`config.mk`:
```
export PLATFORM = sky130hd
export DESIGN_NAME = vertex_proj_seq
export DESIGN_NICKNAME = d
export VERILOG_FILES = /design/src/rtl/vertex_proj_seq.sv
export SDC_FILE = /design/constraint.sdc
export NUM_CORES = 1
export LEC_CHECK = 0
export BUFFER_PORTS_ARGS = -buffer_cell sky130_fd_sc_hd__buf_4
export CAP_MARGIN = 20
export CORE_MARGIN = 4
export CORE_UTILIZATION = 50
export CTS_CLUSTER_DIAMETER = 100
export DETAILED_ROUTE_END_ITERATION = 16
export PLACE_DENSITY = 0.7
export REMOVE_ABC_BUFFERS = 1
export SKIP_LAST_GASP = 1
export SLEW_MARGIN = 5
export SYNTH_ARGS = -nofsm -noshare
export SYNTH_HDL_FRONTEND = slang
export SYNTH_SLANG_ARGS = --single-unit
```
`constraint.sdc`:
```
create_clock -name mclk -period 3.3 [get_ports mclk]
set_clock_uncertainty 0.2 [all_clocks]
set_input_delay 0.165 -clock mclk [delete_from_list [all_inputs] [get_ports mclk]]
set_output_delay 0.165 -clock mclk [all_outputs]
set_load 0.05 [all_outputs]
```
`src/rtl/vertex_proj_seq.sv`:
```
// Per-frame perspective projection sequencer: on each refresh it walks the vertex list and
// projects (x, y) by z with a shared-divisor restoring divider, one quotient bit per cycle.
module vertex_proj_seq #(
    parameter int unsigned INT_BITS    = 7,
    parameter int unsigned SCALE_SHIFT = 0,
    parameter int unsigned NUM_VERTS   = 6,
    parameter int unsigned IDX_BITS    = 3
) (
    input  logic                mclk,
    input  logic                reset,
    input  logic                refresh,
    output logic [IDX_BITS-1:0] vert_idx,
    input  logic [INT_BITS:0]   vert_x,
    input  logic [INT_BITS:0]   vert_y,
    input  logic [INT_BITS:0]   vert_z,
    output logic                wr_en,
    output logic [IDX_BITS-1:0] wr_idx,
    output logic [INT_BITS:0]   wr_px,
    output logic [INT_BITS:0]   wr_py,
    output logic                busy,
    output logic                frame_done,
    output logic                div_zero,
    output logic                overrun
);
    localparam int unsigned W  = INT_BITS + 1;
    localparam int unsigned N  = W + SCALE_SHIFT;
    localparam int unsigned CW = $clog2(N + 1);
    localparam logic [IDX_BITS-1:0] LAST_IDX = IDX_BITS'(NUM_VERTS - 1);

    typedef enum logic [2:0] {StIdle, StFetch, StDiv, StWrite, StDone} state_e;

    state_e              r_state;
    logic [CW-1:0]       r_cnt;
    logic [N-1:0]        r_num_x, r_num_y, r_q_x, r_q_y;
    logic [W-1:0]        r_rem_x, r_rem_y, r_z;
    logic                r_zero;
    logic [IDX_BITS-1:0] r_vert_idx, r_wr_idx;
    logic [W-1:0]        r_wr_px, r_wr_py;
    logic                r_wr_en, r_busy, r_frame_done, r_div_zero, r_overrun;

    logic [W:0]   w_sh_x, w_sh_y, w_z_ext;
    logic         w_ge_x, w_ge_y;
    logic [W-1:0] w_rem_x, w_rem_y;
    logic [N-1:0] w_q_x, w_q_y;

    // One restoring step for both coordinates against the shared divisor.
    always_comb begin
        w_z_ext = {1'b0, r_z};
        w_sh_x  = {r_rem_x, r_num_x[N-1]};
        w_sh_y  = {r_rem_y, r_num_y[N-1]};
        w_ge_x  = (w_sh_x >= w_z_ext);
        w_ge_y  = (w_sh_y >= w_z_ext);
        w_rem_x = w_ge_x ? W'(w_sh_x - w_z_ext) : W'(w_sh_x);
        w_rem_y = w_ge_y ? W'(w_sh_y - w_z_ext) : W'(w_sh_y);
        w_q_x   = (r_q_x << 1) | N'(w_ge_x);
        w_q_y   = (r_q_y << 1) | N'(w_ge_y);
    end

    function automatic logic [W-1:0] sat(input logic [N-1:0] q, input logic zero);
        if (zero || ((q >> W) != '0)) begin
            sat = {W{1'b1}};
        end else begin
            sat = q[W-1:0];
        end
    endfunction

    always_ff @(posedge mclk or posedge reset) begin
        if (reset) begin
            r_state      <= StIdle;
            r_cnt        <= '0;
            r_num_x      <= '0;
            r_num_y      <= '0;
            r_q_x        <= '0;
            r_q_y        <= '0;
            r_rem_x      <= '0;
            r_rem_y      <= '0;
            r_z          <= '0;
            r_zero       <= 1'b0;
            r_vert_idx   <= '0;
            r_wr_idx     <= '0;
            r_wr_px      <= '0;
            r_wr_py      <= '0;
            r_wr_en      <= 1'b0;
            r_busy       <= 1'b0;
            r_frame_done <= 1'b0;
            r_div_zero   <= 1'b0;
            r_overrun    <= 1'b0;
        end else begin
            r_wr_en      <= 1'b0;
            r_frame_done <= 1'b0;
            if (refresh && (r_state != StIdle)) begin
                r_overrun <= 1'b1;
            end
            unique case (r_state)
                StIdle: begin
                    if (refresh) begin
                        r_state    <= StFetch;
                        r_vert_idx <= '0;
                        r_div_zero <= 1'b0;
                        r_busy     <= 1'b1;
                    end
                end
                StFetch: begin
                    r_num_x <= N'(vert_x) << SCALE_SHIFT;
                    r_num_y <= N'(vert_y) << SCALE_SHIFT;
                    r_q_x   <= '0;
                    r_q_y   <= '0;
                    r_rem_x <= '0;
                    r_rem_y <= '0;
                    r_z     <= vert_z;
                    r_zero  <= (vert_z == '0);
                    r_cnt   <= CW'(N);
                    if (vert_z == '0) begin
                        r_div_zero <= 1'b1;
                    end
                    r_state <= StDiv;
                end
                StDiv: begin
                    r_rem_x <= w_rem_x;
                    r_rem_y <= w_rem_y;
                    r_q_x   <= w_q_x;
                    r_q_y   <= w_q_y;
                    r_num_x <= r_num_x << 1;
                    r_num_y <= r_num_y << 1;
                    r_cnt   <= r_cnt - 1'b1;
                    // Final quotient bit is folded straight into the registered write data.
                    if (r_cnt == CW'(1)) begin
                        r_state  <= StWrite;
                        r_wr_en  <= 1'b1;
                        r_wr_idx <= r_vert_idx;
                        r_wr_px  <= sat(w_q_x, r_zero);
                        r_wr_py  <= sat(w_q_y, r_zero);
                    end
                end
                StWrite: begin
                    if (r_vert_idx == LAST_IDX) begin
                        r_state      <= StDone;
                        r_frame_done <= 1'b1;
                    end else begin
                        r_vert_idx <= r_vert_idx + 1'b1;
                        r_state    <= StFetch;
                    end
                end
                StDone: begin
                    r_state    <= StIdle;
                    r_vert_idx <= '0;
                    r_busy     <= 1'b0;
                end
                default: begin
                    r_state <= StIdle;
                    r_busy  <= 1'b0;
                end
            endcase
        end
    end

    assign vert_idx   = r_vert_idx;
    assign wr_en      = r_wr_en;
    assign wr_idx     = r_wr_idx;
    assign wr_px      = r_wr_px;
    assign wr_py      = r_wr_py;
    assign busy       = r_busy;
    assign frame_done = r_frame_done;
    assign div_zero   = r_div_zero;
    assign overrun    = r_overrun;

endmodule
```
==> impl_metrics.yaml <==
outcome:
  status: "finished, final reports clean"
flow_run:
  drv_cap: 0
worst_setup_path:
  critPathArrivalTime_ns: 2.79
  worst_setup_path_end_kind: "flip-flop"
  worstPathRequired_ns: 3.35
  worstPathMaxFanout: 13
  worstSetupStartpointType: "flip-flop"
  critPathKind: "flip-flop to flip-flop"
placement:
  placed_cells: 614
  dp_hpwl_um: 6530
  gp_congestion: 0.874
  numPortBuffers: 53
  post-place-ws_ns: 0.667
pwr:
  p_leak_nw: 2.52
  power_density_mw_per_mm2: 950
  irDropWorstVdd_mv: 0.492
  power_w: 0.00521
global_routing:
  grt.overflow.total: 0
  grt_max_degree: 63
  antenna_found_initial: 0
  grt_pass1_vias: 3551
  grt_pass1_wl_um: 16800
  track_usage_pct: 20.1
routing:
  first_pass_iters: 4
  drc: 0
  ant_nets: 0
  avgRoutedWirePerCell_um: 14.7
  via_per_inst: 5.49
  wl_um: 9660
  drt-initial-drc-count: 196
  via_count: 3609
sta:
  hold_ws_ns: 0.273
  setup-violations-final: 0
  fmax_mhz: 366
  finalCritPeriodShare_pct: 82.8
  slew_headroom_pct: 37.9
  slew_viol_final: 0
  hold_viol: 0
  fin_ws_ns: 0.566
  min_period_ns: 2.73
  worst_slew_pin_slew_ns: 0.931
  rsz0062_at_grt: "false"
clock_tree:
  cts_setup_buffers: 0
  cts_tree: "yes"
  clk_pin_slew_ns: 0.09
  cts_sinks: 89
  cts_buffers: 9
  clk_path_buf_depth: 2
  h-tree-depth: 3
  clockRootBuffer: "clkbuf_8"
  post_cts_resized: 0
  clk_latency_ns: 0.36
synthesis:
  synth-seq-cells: 89
  ys.flop_type: "dfrtp_1"
  async_reset_ff_share_pct: 100
  ys_seq_area_share_pct: 49.5
  ys_types: 48
  yosys_warnings: 0
  synth_area_leaders: "dfrtp_1 (50%), o21ai_0 (6.6%), nand2_1 (6.5%)"
  synth_top_area_share_pct: 49.5
  synth_edf_count: 0
  syn_avg_cell_area_um2: 9.47
  synthCells: 475
  yosys.area.top_type: "dfrtp_1"
  syn-cell-area_mm2: 0.00450
final_layout:
  layout_common_cells: "dfrtp_1 (89), nand2_1 (78), o21ai_0 (59)"
  instances_no_fill: 657
  area_growth_pct: 21.9
  final_util_pct: 62.9
  final_common_cell: "dfrtp_1"
  drive_gt1_share_pct: 14.8
  num_antenna_cells: 0
  nets: 593
  nFillCells: 746
die:
  pin_count: 54
  start_util_pct: 51.6
  fp.coreArea_mm2: 0.00872
  row_count: 34
  die-area_mm2: 0.0106
  die_x_um: 103
  dieHeight_um: 103
min_path:
  hp-class: "flip-flop to flip-flop"
logic make-up (layout without fill, tap and decap cells):
group | after synthesis | count (layout) | synth area share, %
mux | 13 | 13 | 2.92
fa+ha+maj | 22 | 22 | 6.45
xor+xnor | 6 | 6 | 1.17
simple gates | 160 | 160 | 16.2
compound gates | 137 | 137 | 19.4
flops | 89 | 89 | 49.5
buf+inv | 48 | 122 | 4.40
per-stage QoR:
stage / instance area, µm² / TNS, ns
after CTS: 5460 / 0
after floorplan: 4380 / -175.64
after detailed placement: 4980 / 0
final: 5480 / 0
after global routing: 5480 / 0
after global placement: 4980 / 0
synth_stat cells, types with 2 or more instances:
library cell / instances
a21oi_1: 17
or3_1: 6
fa_1: 2
a22o_1: 16
a211oi_1: 4
o31ai_1: 2
mux2i_1: 12
dfrtp_1: 89
o31a_1: 3
o22ai_1: 2
a31oi_1: 3
nor3_1: 4
o21ai_1: 2
a21o_1: 3
ha_1: 20
nor3b_1: 5
nand2b_1: 6
nor2b_1: 5
or2_1: 2
nor2_1: 33
nand2_1: 78
o211ai_1: 11
and3_1: 3
nor4_1: 4
buf_2: 14
and2_1: 2
o21ai_0: 59
nand4b_1: 2
a32o_1: 3
clkbuf_1: 12
o21a_1: 2
xnor2_1: 5
o311ai_1: 2
inv_1: 21
nand3_1: 8
state kept, by name, indices dropped and copies added, names as in the netlist, 4 cells and up:
signal   count
r_num_x      8
r_num_y      8
r_rem_x      8
r_rem_y      8
r_z          8
wr_px        8
wr_py        8
r_q_x        7
r_q_y        7
r_cnt        4
worst paths after layout:
kind                       depth (start not counted)           to  slack (ns)  startpoint
max reg2reg                                        6   r_rem_x[0]        0.57  r_rem_x[2]
min reg2reg                                        1      overrun        0.27     overrun
max                                                6   r_rem_x[0]        0.57  r_rem_x[2]
min                                                1      overrun        0.27     overrun
min in group asynchronous                          3  vert_idx[2]        0.28       reset
max in group asynchronous                          4   r_rem_x[6]        1.94       reset
where the power goes:
part           internal, W  switching, W  leakage, nW
combinational      0.00104       0.00164         1.24
sequential         0.00145      0.000260         1.17
clock             0.000446      0.000377        0.113
per-layer routing:
| metal | share of wire, % | global-route usage (%) | vias to the layer above | routed length, µm |
|---|---|---|---|---|
| met4 | 2.2 | 7.77 | 0 | 208 |
| met3 | 4.5 | 2.98 | 16 | 431 |
| met2 | 47 | 33.4 | 73 | 4570 |
| met5 | 0 | 0 | - | 0 |
| li1 | - | - | 1811 | - |
| met1 | 46 | 26.8 | 1709 | 4450 |
final cells by class:
class / instances / area [µm²] / area share (%)
clock buffer: 11 / 141 / 2.58
clock inverter: 5 / 78.8 / 1.44
inverter: 21 / 80.1 / 1.46
multi-input combinational: 338 / 2090 / 38.0
sequential: 89 / 2230 / 40.6
tap: 108 / 135 / 2.46
timing repair buffer: 85 / 736 / 13.4
worst max-delay path, cell delays in order (launching register included):
cell	delay [ns]
dfrtp_1	0.42
ha_1	0.39
and3_1	0.20
o21ai_1	0.12
a21oi_1	0.77
o21ai_0	0.23
a32o_1	0.30
what timing repair did:
action	in CTS	in global routing
endpoints found under the setup margin	0	0
hold endpoints to repair	73	0
hold buffers	26	0
No activity file was read; power rests on OpenSTA's default activity.
